`src/rtl/p23_timer_pkg.sv`:
```
// Shared definitions for the down-counting timer.
//   state_t          : FSM encoding (S_IDLE, S_RUN)
//   DEF_WIDTH        : default width of the count / reload registers
//   DEF_PRESC_WIDTH  : default width of the prescaler divide value
package p23_timer_pkg;

    localparam int DEF_WIDTH       = 32;
    localparam int DEF_PRESC_WIDTH = 8;

    typedef enum logic {
        S_IDLE = 1'b0,
        S_RUN  = 1'b1
    } state_t;

endpackage

```
`src/rtl/p23_down_timer_if.sv`:
```
// Control/status bundle of the down timer.
//   master : drives load/load_val/presc_val/start/stop/periodic/irq_clr,
//            observes count/running/expired/irq
//   slave  : the timer itself
interface p23_down_timer_if
    import p23_timer_pkg::*;
#(
    parameter int WIDTH       = DEF_WIDTH,
    parameter int PRESC_WIDTH = DEF_PRESC_WIDTH
);

    logic                   load;
    logic [WIDTH-1:0]       load_val;
    logic [PRESC_WIDTH-1:0] presc_val;
    logic                   start;
    logic                   stop;
    logic                   periodic;
    logic                   irq_clr;
    logic [WIDTH-1:0]       count;
    logic                   running;
    logic                   expired;
    logic                   irq;

    modport master (
        output load, load_val, presc_val, start, stop, periodic, irq_clr,
        input  count, running, expired, irq
    );

    modport slave (
        input  load, load_val, presc_val, start, stop, periodic, irq_clr,
        output count, running, expired, irq
    );

endinterface

```
`src/rtl/p23_prescaler.sv`:
```
// Prescaler for the down timer: produces one tick every presc_val+1 enabled cycles.
//   clk, resetn : clock, asynchronous active-low reset
//   enable      : counting allowed (timer in RUN); no ticks while low
//   restart     : reload the divider from presc_val (start or load)
//   presc_val   : divide value, sampled whenever the divider reloads
//   tick        : combinational, high in the enabled cycle where the divider is 0
module p23_prescaler #(
    parameter int PRESC_WIDTH = 8
) (
    input  logic                   clk,
    input  logic                   resetn,
    input  logic                   enable,
    input  logic                   restart,
    input  logic [PRESC_WIDTH-1:0] presc_val,
    output logic                   tick
);

    logic [PRESC_WIDTH-1:0] presc_cnt_reg;

    always_ff @(posedge clk or negedge resetn) begin
        if (!resetn) begin
            presc_cnt_reg <= '0;
        end else if (restart) begin
            presc_cnt_reg <= presc_val;
        end else if (enable) begin
            if (presc_cnt_reg == '0) begin
                presc_cnt_reg <= presc_val;
            end else begin
                presc_cnt_reg <= presc_cnt_reg - 1'b1;
            end
        end
    end

    assign tick = enable && (presc_cnt_reg == '0);

endmodule

```
`src/rtl/p23_down_timer.sv`:
```
// Programmable down-counting timer with prescaler, one-shot/periodic modes
// and a sticky interrupt flag.
//   clk, resetn : clock, asynchronous active-low reset
//   bus (slave) : load/load_val/presc_val/start/stop/periodic/irq_clr in,
//                 count/running/expired/irq out (all registered)
// Expiry period is (load_val+1)*(presc_val+1) cycles.
module p23_down_timer
    import p23_timer_pkg::*;
#(
    parameter int WIDTH       = DEF_WIDTH,
    parameter int PRESC_WIDTH = DEF_PRESC_WIDTH
) (
    input  logic             clk,
    input  logic             resetn,
    p23_down_timer_if.slave  bus
);

    state_t           state_reg;
    logic [WIDTH-1:0] count_reg;
    logic [WIDTH-1:0] reload_reg;
    logic             expired_reg;
    logic             irq_reg;

    logic start_accept;
    logic tick;
    logic count_tick;
    logic expiry;

    // start is only honoured from IDLE, and a simultaneous stop cancels it.
    assign start_accept = (state_reg == S_IDLE) && bus.start && !bus.stop;

    p23_prescaler #(
        .PRESC_WIDTH (PRESC_WIDTH)
    ) u_prescaler (
        .clk       (clk),
        .resetn    (resetn),
        .enable    (state_reg == S_RUN),
        .restart   (bus.load || start_accept),
        .presc_val (bus.presc_val),
        .tick      (tick)
    );

    // A tick is swallowed by a stop (leaving RUN) or a load (new value wins).
    assign count_tick = tick && !bus.stop && !bus.load;
    assign expiry     = count_tick && (count_reg == '0);

    always_ff @(posedge clk or negedge resetn) begin
        if (!resetn) begin
            state_reg   <= S_IDLE;
            count_reg   <= '0;
            reload_reg  <= '0;
            expired_reg <= 1'b0;
            irq_reg     <= 1'b0;
        end else begin
            expired_reg <= expiry;

            if (bus.load) begin
                count_reg  <= bus.load_val;
                reload_reg <= bus.load_val;
            end

            case (state_reg)
                S_IDLE: begin
                    if (start_accept) begin
                        state_reg <= S_RUN;
                    end
                end
                S_RUN: begin
                    if (bus.stop) begin
                        state_reg <= S_IDLE;
                    end else if (count_tick) begin
                        if (count_reg != '0) begin
                            count_reg <= count_reg - 1'b1;
                        end else if (bus.periodic) begin
                            count_reg <= reload_reg;
                        end else begin
                            // one-shot: count rests at zero
                            state_reg <= S_IDLE;
                        end
                    end
                end
                default: state_reg <= S_IDLE;
            endcase

            // set has priority over clear
            if (expiry) begin
                irq_reg <= 1'b1;
            end else if (bus.irq_clr) begin
                irq_reg <= 1'b0;
            end
        end
    end

    assign bus.count   = count_reg;
    assign bus.running = (state_reg == S_RUN);
    assign bus.expired = expired_reg;
    assign bus.irq     = irq_reg;

endmodule

```
`src/flat_wrapper.sv`:
```
// flat-port wrapper written by rule: the top's interface ports become plain ports
module p23_down_timer_flat import p23_timer_pkg::*;
#(
    parameter int WIDTH       = DEF_WIDTH,
    parameter int PRESC_WIDTH = DEF_PRESC_WIDTH
)
  (clk, resetn, bus_load, bus_load_val, bus_presc_val, bus_start, bus_stop, bus_periodic, bus_irq_clr, bus_count, bus_running, bus_expired, bus_irq);
  p23_down_timer_if #(.WIDTH(WIDTH), .PRESC_WIDTH(PRESC_WIDTH)) bus_i ();
  input  logic clk;
  input  logic resetn;
  input wire logic [$bits(bus_i.load)-1:0] bus_load;
  input wire logic [$bits(bus_i.load_val)-1:0] bus_load_val;
  input wire logic [$bits(bus_i.presc_val)-1:0] bus_presc_val;
  input wire logic [$bits(bus_i.start)-1:0] bus_start;
  input wire logic [$bits(bus_i.stop)-1:0] bus_stop;
  input wire logic [$bits(bus_i.periodic)-1:0] bus_periodic;
  input wire logic [$bits(bus_i.irq_clr)-1:0] bus_irq_clr;
  output wire logic [$bits(bus_i.count)-1:0] bus_count;
  output wire logic [$bits(bus_i.running)-1:0] bus_running;
  output wire logic [$bits(bus_i.expired)-1:0] bus_expired;
  output wire logic [$bits(bus_i.irq)-1:0] bus_irq;
  assign bus_i.load = bus_load;
  assign bus_i.load_val = bus_load_val;
  assign bus_i.presc_val = bus_presc_val;
  assign bus_i.start = bus_start;
  assign bus_i.stop = bus_stop;
  assign bus_i.periodic = bus_periodic;
  assign bus_i.irq_clr = bus_irq_clr;
  assign bus_count = bus_i.count;
  assign bus_running = bus_i.running;
  assign bus_expired = bus_i.expired;
  assign bus_irq = bus_i.irq;
  p23_down_timer #(.WIDTH(WIDTH), .PRESC_WIDTH(PRESC_WIDTH)) u_core (.clk(clk), .resetn(resetn), .bus(bus_i));
endmodule
```
`config.mk`:
```
export PLATFORM = sky130hd
export DESIGN_NAME = p23_down_timer_flat
export DESIGN_NICKNAME = d
export VERILOG_FILES = /design/src/rtl/p23_timer_pkg.sv /design/src/rtl/p23_down_timer_if.sv /design/src/rtl/p23_prescaler.sv /design/src/rtl/p23_down_timer.sv /design/src/flat_wrapper.sv
export SDC_FILE = /design/constraint.sdc
export NUM_CORES = 1
export LEC_CHECK = 0
export ABC_AREA = 1
export BUFFER_PORTS_ARGS = -buffer_cell sky130_fd_sc_hd__buf_4
export CAP_MARGIN = 30
export CORE_MARGIN = 8
export CORE_UTILIZATION = 30
export DETAILED_ROUTE_END_ITERATION = 6
export GPL_ROUTABILITY_DRIVEN = 0
export HOLD_SLACK_MARGIN = 0.15
export PLACE_DENSITY = 0.54
export SLEW_MARGIN = 10
export SYNTH_ARGS = -nofsm -noshare
export SYNTH_HDL_FRONTEND = slang
export SYNTH_HIERARCHICAL = 1
export SYNTH_SLANG_ARGS = --single-unit
```
`constraint.sdc`:
```
create_clock -name clk -period 2.1 [get_ports clk]
set_input_delay 0.105 -clock clk [delete_from_list [all_inputs] [get_ports clk]]
set_output_delay 0.105 -clock clk [all_outputs]
set_load 0.01 [all_outputs]
```
==> qor.yml, run 1 <==
dp_slack_ns: 0.131
whs_endpoint: "u_core/bus.running"
critPathMaxFanout: 17
die_x_um: 146
worstHoldStart: "bus_periodic"
avgRoutedWirePerCell_um: 13.7
numClockSinks: 75
drcViolationCount: 0
synth_fa_ha_area_frac: 0.00984
synthMuxAreaShare: 0
synth_cell_types: 36
fillCellCount: 1789
dpl.hpwl_um: 11300
viasPerCell: 4.53
hold_viol: 0
reg2reg_from: "u_core/bus.count[0]"
cap_viol_max_count: 0
p_leak_nw: 3.45
synth-simple-area-share: 0.333
critical_path.most_common_cell: "nand2_1"
cp_slowest_cell: "dfrtp_1"
num_io_pins: 82
die-height_um: 146
synth_nets: 815
avgSynthCellArea_um2: 6.66
critPathTopFamily: "simple AND/OR/NAND/NOR gates"
coreArea_um2: 16600
drive_gt1_frac: 0.190
seq_area_um2: 1880
report.final.slew_viol_count: 0
cp_cell_sequence: "inv_1 > ha_1 > inv_1 > nor2_1 > nand2_1 > nor2_1 > nand2_1 > nor2_4 > buf_12 > nand2_1 > o21ai_0 > nand2_1"
status: "finished clean"
fin_crit_sh: 0.913
drt_iter0_markers: 225
fin_tns_setup_ns: 0
yosys.area.top_type: "dfrtp_1"
syn_inst: 764
synth-seq-cells: 75
ir_drop_mv: 0.418
cts_root_buf: "clkbuf_16"
dp_cells: 1060
ys_seq_area_frac: 0.369
setup-violations-final: 0
arrival_ns: 2.15
antenna_found_initial: 0
ant_nets: 0
start_util: 0.307
synth_area_leaders: "dfrtp_1, nand2_1, o21ai_0"
critPathLaunchType: "register"
dieArea_um2: 21400
holdPathStages: 3
port_buffers: 81
timing.final.ws_setup_ns: 0.182
clockBufferDepth: 2
synth_compound_area_frac: 0.162
reg2regPathDepth: 12
fin_util: 0.412
synth_top_area_frac: 0.369
synth_top_family_by_area: "simple AND/OR/NAND/NOR gates"
n_antenna_cell: 0
drtPass1Iterations: 4
cp.required_ns: 2.33
hp-class: "in2reg"
instances_no_fill: 1122
grt_overflow_total: 0
cts_buffers: 9
clk_pin_slew_worst_paths_ns: 0.06
grt_pass1_vias: 5111
crit_type: "reg2reg"
grt_use_total: 0.146
p_per_area_nw_per_um2: 662
grt_max_degree: 45
syn_to_final_growth_pct: 34.4
min_period_ns: 1.92
relSlewSlack: 0.678
reg2reg_slack_ns: 0.18
netlist_area_um2: 5080
ys_warn_count: 6
wirelength_um: 15300
cts_tree: "yes"
skew_ns: 0.00800
rsz0062_at_grt: "no"
synth-xor-area-share: 0.0207
reg2reg_to: "u_core/bus.running"
timing.fmax_mhz: 521
clk-insertion-delay-late_ns: 0.35
htreeDepth: 3
vias: 5085
cp_num_buf_inv: 3
grt_pass1_wl_um: 25600
final_nets: 948
tightest_slew_ns: 0.482
cp-end-kind: "register"
slowest_delay_ns: 0.40
num_rows: 47
multi_input_area_um2: 2680
metrics by stage:
step	hold slack (ns)	power (mW)	instance area (um^2)
after floorplan	-0.191	2.34	5080
after global placement	0.103	2.75	6040
after detailed placement	0.101	2.76	6040
after CTS	0.161	4.58	6810
after global routing	0.200	4.82	6840
final	0.171	4.53	6840
cells in the mapped netlist, drive strengths merged:
| library cell | count |
|---|---|
| a21boi | 10 |
| a21oi | 25 |
| and2 | 1 |
| buf | 12 |
| clkbuf | 16 |
| clkinv | 1 |
| dfrtp | 75 |
| ha | 4 |
| inv | 101 |
| nand2 | 246 |
| nand3 | 42 |
| nand4 | 6 |
| nor2 | 81 |
| nor3b | 1 |
| o211ai | 1 |
| o21ai | 111 |
| o21bai | 1 |
| o22ai | 3 |
| or2 | 15 |
| xnor2 | 2 |
| xor2 | 10 |
how the worst max path moves through the flow:
stage | slack (ns) | cells after the start | endpoint | startpoint
floorplan | 0.24 | 11 | u_core/bus.count[2] | u_core/u_prescaler/presc_cnt_reg[0]
global placement | 0.16 | 13 | u_core/bus.count[10] | u_core/bus.count[0]
detailed placement | 0.13 | 13 | u_core/bus.count[12] | u_core/bus.count[0]
CTS | 0.11 | 13 | u_core/bus.count[12] | u_core/bus.count[0]
global route | 0.02 | 10 | u_core/bus.count[17] | u_core/bus.count[6]
finish | 0.18 | 12 | u_core/bus.running | u_core/bus.count[0]
kinds of logic (layout without fill, tap and decap cells):
logic type               after synthesis  after routing
buffers and inverters                130            268
AND/OR/NAND/NOR                      392            392
flip-flops                            75             75
AO/OA/AOI/OAI                        151            151
XOR/XNOR                              12             12
adder cells (fa/ha/maj)                4              4
routing by layer:
metal,vias to the layer above,global-route usage,routed length (um)
met5,-,0,0
met4,0,0.0551,263
met3,18,0.0284,507
met1,2322,0.188,7530
li1,2672,-,-
met2,73,0.238,7030
cell usage in the layout (no fill, tap or decap), types with 2 or more instances in the layout:
cell type / Yosys / final
nor2_2: 9 / 10
xnor2_1: 2 / 2
buf_12: 0 / 4
o21ai_1: 2 / 2
dlygate4sd3_1: 0 / 44
clkbuf_8: 0 / 2
o22ai_1: 2 / 2
a21oi_1: 21 / 21
nand2_2: 5 / 5
o21ai_0: 108 / 108
nand2_1: 240 / 240
or2_2: 15 / 15
ha_1: 4 / 4
a21oi_2: 4 / 4
buf_4: 3 / 101
inv_2: 5 / 4
nor2_4: 5 / 5
xor2_1: 10 / 10
dfrtp_1: 75 / 75
nand3_1: 42 / 42
a21boi_1: 4 / 4
clkbuf_16: 0 / 9
nor2_1: 65 / 64
bufinv_16: 0 / 2
a21boi_0: 6 / 6
nor2_8: 2 / 2
inv_1: 96 / 96
nand4_1: 6 / 6
final cells by class:
| type | count | share of cell area |
|---|---|---|
| clock buffers | 12 | 0.0375 |
| multi-input cells | 559 | 0.392 |
| well taps | 220 | 0.0403 |
| flip-flops and latches | 75 | 0.275 |
| repair buffers | 150 | 0.189 |
| clock inverters | 4 | 0.0106 |
| inverters | 102 | 0.0564 |
what timing repair did:
item / in CTS / in global routing
resized for setup: 0 / 4
hold buffers: 44 / 0
setup buffers: 0 / 2
setup endpoints to repair: 0 / 10
hold endpoints to repair: 97 / 0
power by group:
group | internal, mW | total (mW) | switching, mW | leakage (nW)
Combinational | 0.476 | 1.07 | 0.596 | 2.38
Clock | 1.10 | 1.73 | 0.621 | 0.159
Sequential | 1.59 | 1.73 | 0.137 | 0.912
worst reg2reg max path, delay by kind of cell, from the launching register on:
family	cells	cell delay, ns
buffers and inverters	3	0.35
and+or+nand+nor	7	0.76
adders and majority gates	1	0.16
AOI/OAI and AO/OA	1	0.15
DFF	1	0.40
No activity file was read; power rests on OpenSTA's default activity.
==> run 2, diff against run 1 <==
--- a/config.mk
+++ b/config.mk
@@ -5,15 +5,14 @@
 export SDC_FILE = /design/constraint.sdc
 export NUM_CORES = 1
 export LEC_CHECK = 0
-export ABC_AREA = 1
 export BUFFER_PORTS_ARGS = -buffer_cell sky130_fd_sc_hd__buf_4
 export CAP_MARGIN = 30
 export CORE_MARGIN = 8
-export CORE_UTILIZATION = 30
+export CORE_UTILIZATION = 55
 export DETAILED_ROUTE_END_ITERATION = 6
 export GPL_ROUTABILITY_DRIVEN = 0
 export HOLD_SLACK_MARGIN = 0.15
-export PLACE_DENSITY = 0.54
+export PLACE_DENSITY = 0.85
 export SLEW_MARGIN = 10
 export SYNTH_ARGS = -nofsm -noshare
 export SYNTH_HDL_FRONTEND = slang
==> qor.yml, run 2 <==
synth_edf_count: 0  # unchanged
arrival_ns: 2.75  # +0.60 ns
num_rows: 33  # -30%
timing.fmax_mhz: 400  # -23%
ir_drop_mv: 0.423  # +1.3%
post-synth-top-count-cell: "dfrtp_1"
cts_root_buf: "clkbuf_8"
synth_fa_ha_area_frac: 0.0109  # +0.00106
grt_pass1_vias: 4839  # -5.3%
synthMuxAreaShare: 0.109  # +0.109
hp-class: "in2reg"
min_period_ns: 2.50  # +0.581 ns
antenna_found_initial: 0  # unchanged
port_buffers: 81  # unchanged
p_total_mw: 4.11  # -9.3%
grt_overflow_total: 0  # unchanged
cp_slowest_cell: "or4_4"
p_per_area_nw_per_um2: 588  # -11%
async_flop_share: 1.00  # unchanged
synth_top_family_by_area: "simple AND/OR/NAND/NOR gates"
p_leak_nw: 2.98  # -14%
vias: 4988  # -1.9%
critPathLaunchType: "register"
fin_crit_sh: 1.19  # +0.277
cap_viol_max_count: 0  # unchanged
grt_pass1_wl_um: 24300  # -5.0%
status: "finished with violations"
synth_cell_types: 63  # +75%
die_x_um: 107  # -27%
relSlewSlack: 0.557  # -0.122
critPathMaxFanout: 9  # -8
tightest_slew_ns: 0.665  # +0.183 ns
p_comb_frac: 0.287  # +0.050
cts_buffers: 9  # unchanged
coreArea_um2: 8180  # -51%
cp.required_ns: 2.36  # +0.03 ns
synth_compound_area_frac: 0.173  # +0.0101
grt_max_degree: 50  # +11%
cp-end-kind: "register"
clockBufferDepth: 2  # unchanged
final_common_cell: "buf_4"
clk_pin_slew_worst_paths_ns: 0.08  # +0.02 ns
ys.flop_type: "dfrtp_1"
clk-insertion-delay-late_ns: 0.38  # +0.03 ns
grt_use_total: 0.263  # +0.116
dp_slack_ns: -0.349  # -0.479 ns
drcViolationCount: 0  # unchanged
avgRoutedWirePerCell_um: 23.2  # +70%
synth_common_cells: "dfrtp_1, mux2_2, xnor2_1"
hold_viol: 0  # unchanged
die-height_um: 107  # -27%
avgSynthCellArea_um2: 10.2  # +54%
report.final.slew_viol_count: 0  # unchanged
netlist_area_um2: 4590  # -9.7%
ys_warn_count: 6  # unchanged
ant_nets: 0  # unchanged
dpl.hpwl_um: 9330  # -17%
ys_seq_area_frac: 0.409  # +0.0397
final_nets: 697  # -26%
num_io_pins: 82  # unchanged
violations: "setup timing"
timing.final.ws_setup_ns: -0.398  # -0.581 ns
synth_area_leaders: "dfrtp_1, mux2_2, mux2i_1"
htreeDepth: 3  # unchanged
n_antenna_cell: 0  # unchanged
syn_inst: 449  # -41%
synth_nets: 500  # -39%
rsz0062_at_grt: "yes"
pwr-share-seq: 0.415  # +0.033
internal_power_mw: 2.83  # -11%
clkPwrFrac: 0.298  # -0.083
setup-violations-final: 35  # +35
crit_type: "reg2reg"
critical_path.most_common_cell: "buf_4"
synth-simple-area-share: 0.194  # -0.139
p_sw_mw: 1.27  # -6.0%
numClockSinks: 75  # unchanged
cts_tree: "yes"
synth-xor-area-share: 0.0553  # +0.0347
final_cell_mix: "buf_4, dfrtp_1, dlygate4sd3_1, mux2_2, xnor2_1"
wirelength_um: 17600  # +14%
synth_top_area_frac: 0.409  # +0.0397
synth-seq-cells: 75  # unchanged
syn_to_final_growth_pct: 52.1
start_util: 0.562  # +0.255
dieArea_um2: 11500  # -46%
viasPerCell: 6.60  # +46%
drive_gt1_frac: 0.427  # +0.237
p_sw_frac: 0.310  # +0.0110
cp_cell_sequence: "or4_4 > or3_4 > buf_4 > nor3_4 > buf_6 > nor2_4 > buf_4 > a221oi_2"
drtPass1Iterations: 5  # +1
slowest_delay_ns: 0.52  # +0.12 ns
skew_ns: 0.0268  # +0.0188 ns
yosys.area.top_type: "dfrtp_1"
drt_iter0_markers: 444  # +97%
-- run 2: changes by cell type in the layout (fill, tap and decap cells not counted), sizes merged, moves of 25 or more --
cell / previous run / this run
buf: 106 / 170
inv: 101 / 20
mux2: 0 / 25
nand2: 246 / 20
nand3: 42 / 4
nor2: 81 / 20
o21ai: 111 / 14
-- run 2: logic make-up (layout without fill, tap and decap cells) --
logic type      count (synthesis)  in the layout
mux                            47             47
compound gates                 95             95
flops                          75             75
fa+ha+maj                       4              4
simple gates                  149            149
buf+inv                        50            252
xor+xnor                       29             29
-- run 2: area by class of cell --
type                    count  area [um^2]
clock buffers              13          169
clock inverters             3         45.0
fillers                   378         1190
inverters                  20         75.1
multi-input cells         324         2810
flip-flops and latches     75         1880
well taps                 105          131
repair buffers            216         1870
-- run 2: power by group through the flow --
stage / Clock (mW) / Combinational [mW] / Sequential [mW]
after global routing: 1.29 / 1.25 / 1.71
after detailed placement: 0 / 0.961 / 1.71
final: 1.22 / 1.18 / 1.70
after CTS: 1.21 / 1.05 / 1.68
after floorplan: 0 / 0.432 / 1.76
after global placement: 0 / 0.923 / 1.70
-- run 2: worst max-delay path, delay by kind of cell (launching register included) --
kind | cells | cell delay (ns)
AO/OA/AOI/OAI | 1 | 0.34
flip-flops | 1 | 0.40
buffers and inverters | 3 | 0.52
AND/OR/NAND/NOR | 4 | 1.13
-- run 2: routing by layer --
metal / vias to the layer above / global-route usage / routed length, um
met5: - / 0 / 0
met4: 0 / 0.147 / 1160
met3: 118 / 0.0599 / 1650
met2: 394 / 0.429 / 8330
met1: 2408 / 0.314 / 6410
li1: 2068 / - / -
-- run 2: path summary, 6_finish.rpt --
check,slack [ns],from,to,cells past startpoint
hold / removal,0.30,bus_load,u_core/reload_reg[15],2
hold reg to reg,0.50,u_core/reload_reg[6],u_core/reload_reg[6],1
setup reg to reg,-0.40,u_core/bus.count[23],u_core/bus.count[30],8
setup / recovery,-0.40,u_core/bus.count[23],u_core/bus.count[30],8
min in group asynchronous,0.31,resetn,u_core/bus.count[24],2
max in group asynchronous,1.17,resetn,u_core/u_prescaler/presc_cnt_reg[2],3
-- run 2: repair_timing --
| action | 4_1_cts | 5_1_grt |
|---|---|---|
| setup endpoints to repair | 35 | 35 |
| hold buffers | 44 | 0 |
| gates resized for setup | 22 | 41 |
| endpoints found under the hold margin | 109 | 0 |
| pin swaps | 16 | 15 |
| buffers inserted | 3 | 10 |
| cloned | 0 | 2 |
-- run 2: through the flow --
stage,util,cell area [um^2],setup TNS (ns),hold slack (ns),instances
6_report,0.854,6980,-9.86,0.296,756
5_1_grt,0.854,6980,-11.31,0.306,756
4_1_cts,0.812,6640,-6.04,0.282,746
3_5_place_dp,0.716,5850,-9.83,0.180,683
3_3_place_gp,0.716,5850,-9.16,0.180,683
2_1_floorplan,-,4650,-10.67,-0.191,449
